===== src/rtl/addsub_pkg.sv =====
// Shared types for the add/subtract stream unit: FSM states and operation select.
package addsub_pkg;

    typedef enum logic [1:0] {
        INIT  = 2'd0,
        RUN   = 2'd1,
        FLUSH = 2'd2
    } state_t;

    typedef enum logic {
        OP_ADD = 1'b0,
        OP_SUB = 1'b1
    } op_t;

    // Reference-width result record; the top re-declares the same layout at
    // its own WIDTH because a package type cannot follow a module parameter.
    localparam int REF_WIDTH = 16;

    typedef struct packed {
        logic                 ovf;
        logic [REF_WIDTH-1:0] data;
    } result_t;

endpackage


===== src/rtl/result_fifo.sv =====
// Result queue: W bits x DEPTH entries, synchronous clear, occupancy counter
// distinguishes full from empty. Head data reads as zero when empty.
module result_fifo
    import addsub_pkg::*;
#(
    parameter int W     = 17,
    parameter int DEPTH = 4
) (
    input  logic                       clk,
    input  logic                       rst,
    input  logic                       clear,
    input  logic                       push,
    input  logic [W-1:0]               push_data,
    input  logic                       pop,
    output logic [W-1:0]               pop_data,
    output logic                       full,
    output logic                       empty,
    output logic [$clog2(DEPTH+1)-1:0] count
);

    localparam int PW = $clog2(DEPTH);
    localparam int CW = $clog2(DEPTH+1);

    logic [W-1:0]  mem_q [DEPTH];
    logic [PW-1:0] wr_ptr_q, wr_ptr_d;
    logic [PW-1:0] rd_ptr_q, rd_ptr_d;
    logic [CW-1:0] count_q, count_d;
    logic          do_push, do_pop;

    assign full    = (count_q == CW'(DEPTH));
    assign empty   = (count_q == '0);
    assign do_push = push && !full;
    assign do_pop  = pop && !empty;

    // Next pointers and occupancy; clear takes priority over both transfers.
    always_comb begin
        wr_ptr_d = wr_ptr_q;
        rd_ptr_d = rd_ptr_q;
        count_d  = count_q;
        if (clear) begin
            wr_ptr_d = '0;
            rd_ptr_d = '0;
            count_d  = '0;
        end else begin
            if (do_push) wr_ptr_d = wr_ptr_q + 1'b1;
            if (do_pop)  rd_ptr_d = rd_ptr_q + 1'b1;
            case ({do_push, do_pop})
                2'b10:   count_d = count_q + 1'b1;
                2'b01:   count_d = count_q - 1'b1;
                default: count_d = count_q;
            endcase
        end
    end

    // Pointer and occupancy registers.
    always_ff @(posedge clk or posedge rst) begin
        if (rst) begin
            wr_ptr_q <= '0;
            rd_ptr_q <= '0;
            count_q  <= '0;
        end else begin
            wr_ptr_q <= wr_ptr_d;
            rd_ptr_q <= rd_ptr_d;
            count_q  <= count_d;
        end
    end

    // Storage array; contents are only meaningful below the occupancy count.
    always_ff @(posedge clk) begin
        if (do_push && !clear) mem_q[wr_ptr_q] <= push_data;
    end

    assign pop_data = empty ? '0 : mem_q[rd_ptr_q];
    assign count    = count_q;

endmodule


===== src/rtl/addsub_stream_unit.sv =====
// Streaming signed add/subtract with wrap or saturate arithmetic and a result
// FIFO. Handshake: a transfer happens on a rising edge where valid && ready;
// ready never depends on valid of the same channel nor on out_ready.
module addsub_stream_unit
    import addsub_pkg::*;
#(
    parameter int WIDTH    = 16,
    parameter int DEPTH    = 4,
    parameter int SATURATE = 0
) (
    input  logic                       clk,
    input  logic                       rst,
    input  logic                       clear,
    input  logic                       in_valid,
    output logic                       in_ready,
    input  logic [WIDTH-1:0]           in_a,
    input  logic [WIDTH-1:0]           in_b,
    input  logic                       in_op,
    output logic                       out_valid,
    input  logic                       out_ready,
    output logic [WIDTH-1:0]           out_data,
    output logic                       out_ovf,
    output logic [$clog2(DEPTH+1)-1:0] count,
    output logic [1:0]                 state
);

    typedef struct packed {
        logic             ovf;
        logic [WIDTH-1:0] data;
    } res_t;

    state_t       state_q, state_d;
    logic [WIDTH:0] a_ext, b_ext, sum;
    res_t         res_in, res_out;
    logic         fifo_clear, fifo_full, fifo_empty, push, pop;

    // Sign-extended arithmetic; the extra bit exposes signed overflow.
    always_comb begin
        a_ext       = {in_a[WIDTH-1], in_a};
        b_ext       = {in_b[WIDTH-1], in_b};
        sum         = (op_t'(in_op) == OP_SUB) ? (a_ext - b_ext) : (a_ext + b_ext);
        res_in.ovf  = sum[WIDTH] ^ sum[WIDTH-1];
        res_in.data = sum[WIDTH-1:0];
        if (res_in.ovf && (SATURATE != 0)) begin
            res_in.data = sum[WIDTH] ? {1'b1, {(WIDTH-1){1'b0}}}
                                     : {1'b0, {(WIDTH-1){1'b1}}};
        end
    end

    // Next state and handshake; a clear in RUN flushes on the same edge.
    always_comb begin
        state_d    = state_q;
        in_ready   = 1'b0;
        fifo_clear = 1'b0;
        case (state_q)
            INIT: state_d = RUN;
            RUN: begin
                in_ready = !fifo_full;
                if (clear) begin
                    state_d    = FLUSH;
                    fifo_clear = 1'b1;
                end
            end
            FLUSH: begin
                fifo_clear = 1'b1;
                state_d    = RUN;
            end
            default: state_d = INIT;
        endcase
    end

    // FSM state register.
    always_ff @(posedge clk or posedge rst) begin
        if (rst) state_q <= INIT;
        else     state_q <= state_d;
    end

    assign out_valid = !fifo_empty && (state_q != FLUSH);
    assign push      = in_valid && in_ready;
    assign pop       = out_valid && out_ready;

    result_fifo #(
        .W     (WIDTH + 1),
        .DEPTH (DEPTH)
    ) u_fifo (
        .clk       (clk),
        .rst       (rst),
        .clear     (fifo_clear),
        .push      (push),
        .push_data (res_in),
        .pop       (pop),
        .pop_data  (res_out),
        .full      (fifo_full),
        .empty     (fifo_empty),
        .count     (count)
    );

    assign out_data = res_out.data;
    assign out_ovf  = res_out.ovf;
    assign state    = state_q;

endmodule


===== config.mk =====
export PLATFORM = sky130hd
export DESIGN_NAME = addsub_stream_unit
export DESIGN_NICKNAME = d
export VERILOG_FILES = /design/src/rtl/addsub_pkg.sv /design/src/rtl/result_fifo.sv /design/src/rtl/addsub_stream_unit.sv
export SDC_FILE = /design/constraint.sdc
export NUM_CORES = 1
export LEC_CHECK = 0
export BUFFER_PORTS_ARGS = -buffer_cell sky130_fd_sc_hd__buf_2
export CAP_MARGIN = 20
export CORE_UTILIZATION = 60
export DETAILED_ROUTE_END_ITERATION = 7
export PLACE_DENSITY = 0.95
export SYNTH_ARGS = -nofsm -noshare
export SYNTH_HDL_FRONTEND = slang
export SYNTH_SLANG_ARGS = --single-unit

===== constraint.sdc =====
create_clock -name clk -period 4.9 [get_ports clk]
set_input_delay 0 -clock clk [delete_from_list [all_inputs] [get_ports clk]]
set_output_delay 0 -clock clk [all_outputs]
set_load 0.03 [all_outputs]

# --- Yosys cells after proc, flatten, opt, wreduce, memory -nomap -nowiden ---
# Memory sizes are Yosys's and may differ from the RTL's.
# Index checks and enable logic that the tools add are counted.
# W data, S select, Z words.
op_classes:
  bitwise_logic: 1
  reduce_logical: 15
  n_eq_ne: 7
  addsub: 6
  n_mux: 15
op_table:
  columns: ["operator", "count"]
  rows:
  - ["$mux W17", 2]
  - ["$add A16 B16 Y17", 1]
  - ["$sub A16 B16 Y17", 1]
  - ["$mux W2", 5]
  - ["$logic_and A1 B1 Y1", 6]
  - ["$pmux W3 S2", 1]
  - ["$add A2 B1 Y2 const B", 2]
  - ["$eq A2 B1 Y1 const B", 2]
  - ["$eq A2 B2 Y1 const B", 2]
  - ["$mux W1", 4]
  - ["$ne A2 B2 Y1 const B", 2]
  - ["$pmux W2 S2", 1]
  - ["$reduce_bool A2 Y1", 2]
  - ["$add A3 B1 Y3 const B", 1]
  - ["$eq A3 B3 Y1 const B", 1]
  - ["$logic_not A1 Y1", 3]
  - ["$logic_not A3 Y1", 1]
  - ["$mux W3", 1]
  - ["$reduce_bool A3 Y1", 1]
  - ["$sub A3 B1 Y3 const B", 1]
  - ["$logic_not A2 Y1", 1]
  - ["$pmux W1 S2", 1]
  - ["$reduce_or A2 Y1", 1]
  - ["$xor A1 B1 Y1", 1]
word_totals:
  register_bits: 9
  inputBits: 38
  ramBits: 68
  mem_count: 1
mem_list:
  columns: ["name", "words", "word_bits", "read_ports", "rd_clocked_by_memory_dff", "write_ports", "line_no", "text"]
  rows:
  - ["u_fifo.mem_q", 4, 17, 1, 0, 1, "result_fifo.sv:24", "logic [W-1:0] mem_q [DEPTH];"]

# --- Longest topological paths before layout ---
logic_depth:
  ltp_word: 8
  ltp_mapped: 14

# --- Modules after synthesis ---
# From an unflattened synthesis, not the netlist that was laid out.
unflattened:
  cells_unflattened: 362
  hier_area_um2: 4481.8
by_module_without_submodules:
  columns: ["module", "seq_area_each_um2", "area_per_inst_um2", "instances", "cells_each"]
  rows:
  - ["result_fifo", 2217.1, 3120.5, 1, 172]
  - ["addsub_stream_unit", 50.0, 1361.3, 1, 190]

# --- Worst setup path after synthesis ---
# No wires, ideal clock.
synth_path:
  kind: "reg2reg"
  from: "register state_q[1], in the netlist state[1]"
  to: "register u_fifo.count_q[2], in the netlist u_fifo.count[2]"
  arrival_time_ps: 2625
  slack_ps: 2146
  setup_time_ps: 128
  path_stages_with_launch: 10
  path_cell_list: "dfrtp_1 inv_1 ha_1 a21boi_1 nand2_1 and2_1 fa_1 mux2i_1 xor2_1 nor2_1"
synth_via:
  elab_chain_len: 7
  word_cells_on_any_way: 15
synth_lines:
  columns: ["element", "line_no", "text"]
  rows:
  - ["from (decl)", "addsub_stream_unit.sv:32", "state_t state_q, state_d;"]
  - ["from (signal assigned)", "addsub_stream_unit.sv:75", "else state_q <= state_d;"]
  - ["$eq A2 B1 Y1 *", "addsub_stream_unit.sv:55", "case (state_q)"]
  - ["$mux W1 *", "addsub_stream_unit.sv:55", null]
  - ["net in_ready", "addsub_stream_unit.sv:15", "output logic in_ready,"]
  - ["$logic_and A1 B1 Y1 *", "addsub_stream_unit.sv:79", "assign push = in_valid && in_ready;"]
  - ["$logic_and A1 B1 Y1 *", "result_fifo.sv:32", "assign do_push = push && !full;"]
  - ["$eq A2 B1 Y1 or $eq A2 B2 Y1 (tied branches)", "result_fifo.sv:47", "case ({do_push, do_pop})"]
  - ["$pmux W3 S2", "result_fifo.sv:47", null]
  - ["$mux W3", "result_fifo.sv:40", "if (clear) begin"]
  - ["to (signal assigned)", "result_fifo.sv:64", "count_q <= count_d;"]
  - ["to (decl)", "result_fifo.sv:27", "logic [CW-1:0] count_q, count_d;"]
# The timed path passes the listed nets; every way through them passes the cells marked *.
# A chain may end at the register's enable or synchronous reset.

# --- Worst setup path in the final report ---
layout_path:
  from: "register state_q[1], in the netlist state[1]"
  to: "memory u_fifo.mem_q[1][9], enable pin"
layout_via:
  elab_chain_len: 7
  word_cells_on_any_way: 10
layout_lines:
  columns: ["element", "line_no", "text"]
  rows:
  - ["$eq A2 B1 Y1", "addsub_stream_unit.sv:55", null]
  - ["$mux W1", "addsub_stream_unit.sv:55", null]
  - ["$logic_and A1 B1 Y1", "addsub_stream_unit.sv:79", null]
  - ["$logic_and A1 B1 Y1", "result_fifo.sv:32", null]
  - ["$logic_and A1 B1 Y1 *", "result_fifo.sv:70", "if (do_push && !clear) mem_q[wr_ptr_q] <= push_data;"]
  - ["$mux W1 *", "result_fifo.sv:70", null]
  - ["$mux W1 (not written as such) *", "result_fifo.sv:70", null]
  - ["to (decl)", "result_fifo.sv:24", null]
# Every way passes the cells marked *; elsewhere a longest branch is shown, timed or not.

==> impl_results.md <==
* Mapped Cells at 323
* CP delay by family, top: simple AND/OR/NAND/NOR gates
* Row Count at 30
* Clk_skew at 0.008240 ns
* Worst vdd ir at 0.2552 mV
* Initial antenna violation count at 0
* Syn Nets at 389
* Worst setup path class: flip-flop to flip-flop
* Largest net degree at the start of global routing at 20
* Crit path required time at 4.86 ns
* Layout net count at 458
* Total number of vias at 2692
* Max-Cap Viols at 0
* Clock power share at 15.0%
* CTS clock-pin slew for the worst setup and hold paths at 0.07 ns
* Mapped Area at 4269 um2
* Switching share of power at 40.00%
* Core area at 6832 um2
* Hold_sp: out_ready
* Synth Register Bits at 77
* Ys async rst share at 11.69%
* Max Freq at 405.8 MHz
* PwrDens at 515.3 nW/um2
* Post-route DRC at 0
* P_sw at 1.000 mW
* CP Cell Sequence: inv_1, ha_1, a21boi_1, nand2_1, nor2_1, and2_1
* Final period util at 50.29%
* Critical path's slowest cell: and2_1
* WP buf/inv at 1
* Max Slew Vio Count at 0
* Mean Syn Cell Area at 13.22 um2
* PostCTS Resize Cnt at 0
* Hold Path Class: primary input to flip-flop
* Max_slew headroom at 40.35%
* Setup ws final at 2.436 ns
* IO Count at 62
* RePlAce Congestion at 0.7612
* Die Y-Extent at 86.35 um
* Clock buffer count from CTS at 9
* Gr usage total at 22.54%
* Startpoint Class: flip-flop
* Status: completed
* Root Buffer: clkbuf_8
* H-tree lvl count at 3
* Critical path arrival at 2.42 ns
* Wire length per cell at 15.76 um
* Hold Fails Final Rpt at 0
* Initial Utilization at 62.49%
* Full die area at 7456 um2
* Final TNS setup at 0 ns
* Vias in the first global route at 2713
* Pwr Total at 2.500 mW
* CTS tree: built
* Half-perimeter wire length after placement at 5.582 mm
* DP Worst Slack at 2.203 ns
* Register area share after synthesis at 53.11%
* Width of the die at 86.35 um
* # setup viols final at 0
* P_int at 1.500 mW
* Worst r2r src: state[1]
* Worst skew pair latency at 0.34 ns
* Lkg Pwr at 1.918 nW
* Layout cell share with drive strength beyond 1 at 26.58%
* RSZ-0062 raised after global routing: false
* Final ANT Viol Nets at 0
* CP Launch Point: state[1]
* Fin crit period at 2.464 ns
* CTS Buffer Depth at 2
* Iter 0 DRT Violations at 132
* Worst-margin pin slew at 0.8948 ns
* Synth Warn # at 0
* Diode count at 0
* PortBufs at 61
* Worst-path fanout max at 17
* Library cells used by synthesis at 43
* Grt total ovfl at 0
* Avg Vias per Cell at 5.483
* Area growth, synth to finish at 13.63%
* First-pass GRT wire length at 12.33 mm
* Top FF cell, synth: edfxtp_1
* Clk sinks at 77
* CP Capture Type: flip-flop
* Post-Route WL at 7.737 mm
* Sequential cell fraction of total power at 37.7%
* Post-synth EDFFs at 68
* Slowest stage delay, CP at 0.74 ns
* Pre-antenna DRT Iters at 4
* Worst R2R Setup Slack at 2.44 ns
* Combinational power share at 47.3%
* Min Hold Slack at 0.1344 ns
==> path summary, 6_finish.rpt <==
| check | to | depth (start not counted) |
|---|---|---|
| max reg2reg | u_fifo.mem_q[1][9] | 6 |
| min reg2reg | u_fifo.wr_ptr_q[1] | 2 |
| max | u_fifo.mem_q[1][9] | 6 |
| max in group asynchronous | u_fifo.count[2] | 3 |
| min | u_fifo.rd_ptr_q[0] | 4 |
| min in group asynchronous | u_fifo.rd_ptr_q[1] | 3 |
==> repair_timing <==
item                       in CTS  in global routing
setup endpoints to repair       0                  0
setup buffers                   0                  0
hold buffers                    3                  0
hold endpoints to repair       11                  0
==> state kept, by name (all words and copies together) (netlist names) <==
register / cells
u_fifo.rd_ptr_q: 2
u_fifo.wr_ptr_q: 2
state: 2
u_fifo.count: 3
u_fifo.mem_q: 68
==> stage by stage <==
step / instance area, um2 / cells / utilization [%]
after floorplan: 4269 / 323 / -
after global placement: 4676 / 474 / 68.44
after detailed placement: 4676 / 474 / 68.44
after CTS: 4851 / 491 / 71.01
after global routing: 4851 / 491 / 71.01
final: 4851 / 491 / 71.01
==> area by class of cell <==
| class | count | area [um2] |
|---|---|---|
| clock buffer | 10 | 127.6 |
| clock inverter | 4 | 17.52 |
| fill | 485 | 1981 |
| inverter | 16 | 60.06 |
| multi-input combinational | 222 | 1908 |
| sequential | 77 | 2267 |
| tap | 96 | 120.1 |
| timing repair buffer | 66 | 350.3 |
==> cell usage after synthesis, drive strengths merged (4+ instances only) <==
cell    number  area, um2
nor2b       18      112.6
a21o         6      45.04
nor3         4      30.03
o21ai        9      48.80
clkbuf       5      18.77
dfrtp        9      225.2
xnor2       24      217.7
mux4        17      382.9
nand2       14      52.55
and2         6      37.54
ha          26      325.3
a31oi        4      40.04
nor2        33      126.4
edfxtp      68       2042
xor2        13      113.9
inv         16      60.05
a21oi       21      112.6
==> logic make-up after synthesis <==
logic type	Yosys count	share of synthesized area [%]
adder cells (fa/ha/maj)	28	8.558
AO/OA/AOI/OAI	51	8.177
flip-flops	77	53.11
XOR/XNOR	37	7.767
buffers and inverters	24	2.198
AND/OR/NAND/NOR	85	10.26
multiplexers	21	9.936
==> worst min-delay path, stage by stage <==
cell and delay, ns:
buf_2 0.07, and2_1 0.20, xnor2_1 0.08, nor2_1 0.07
==> power groups by stage <==
| stage | Clock [mW] | Sequential [mW] | Combinational [mW] |
|---|---|---|---|
| finish | 0.376 | 0.941 | 1.18 |
| global placement | 0 | 0.947 | 1.15 |
| detailed placement | 0 | 0.955 | 1.18 |
| floorplan | 0 | 0.954 | 0.879 |
| CTS | 0.383 | 0.942 | 1.19 |
| global route | 0.410 | 0.953 | 1.28 |
==> metal layers <==
metal	share of wire (%)	wire length (um)	global-route usage, %	vias to the layer above
met3	5.2	402	5.238	4
met2	50	3904	39.54	89
li1	-	-	-	1314
met1	44	3372	27.59	1285
met4	0.75	58	7.576	0
met5	0	0	0	-
==> placed cells by master (no fill, tap or decap), drive strengths merged, types with 2 or more instances in the layout <==
cell type / instances
nand2: 14
buf: 63
and2: 6
dfrtp: 9
a41oi: 3
mux4: 17
ha: 26
nor2: 33
nor4: 3
nor3: 4
edfxtp: 68
clkbuf: 10
a21o: 6
a31oi: 4
dlygate4sd3: 3
fa: 2
o21ai: 9
and2b: 3
xnor2: 24
nor2b: 18
xor2: 13
nand3: 2
a21oi: 21
inv: 16
mux2i: 3
clkinv: 4
o21bai: 3
Power figures use the tool's default switching activity.
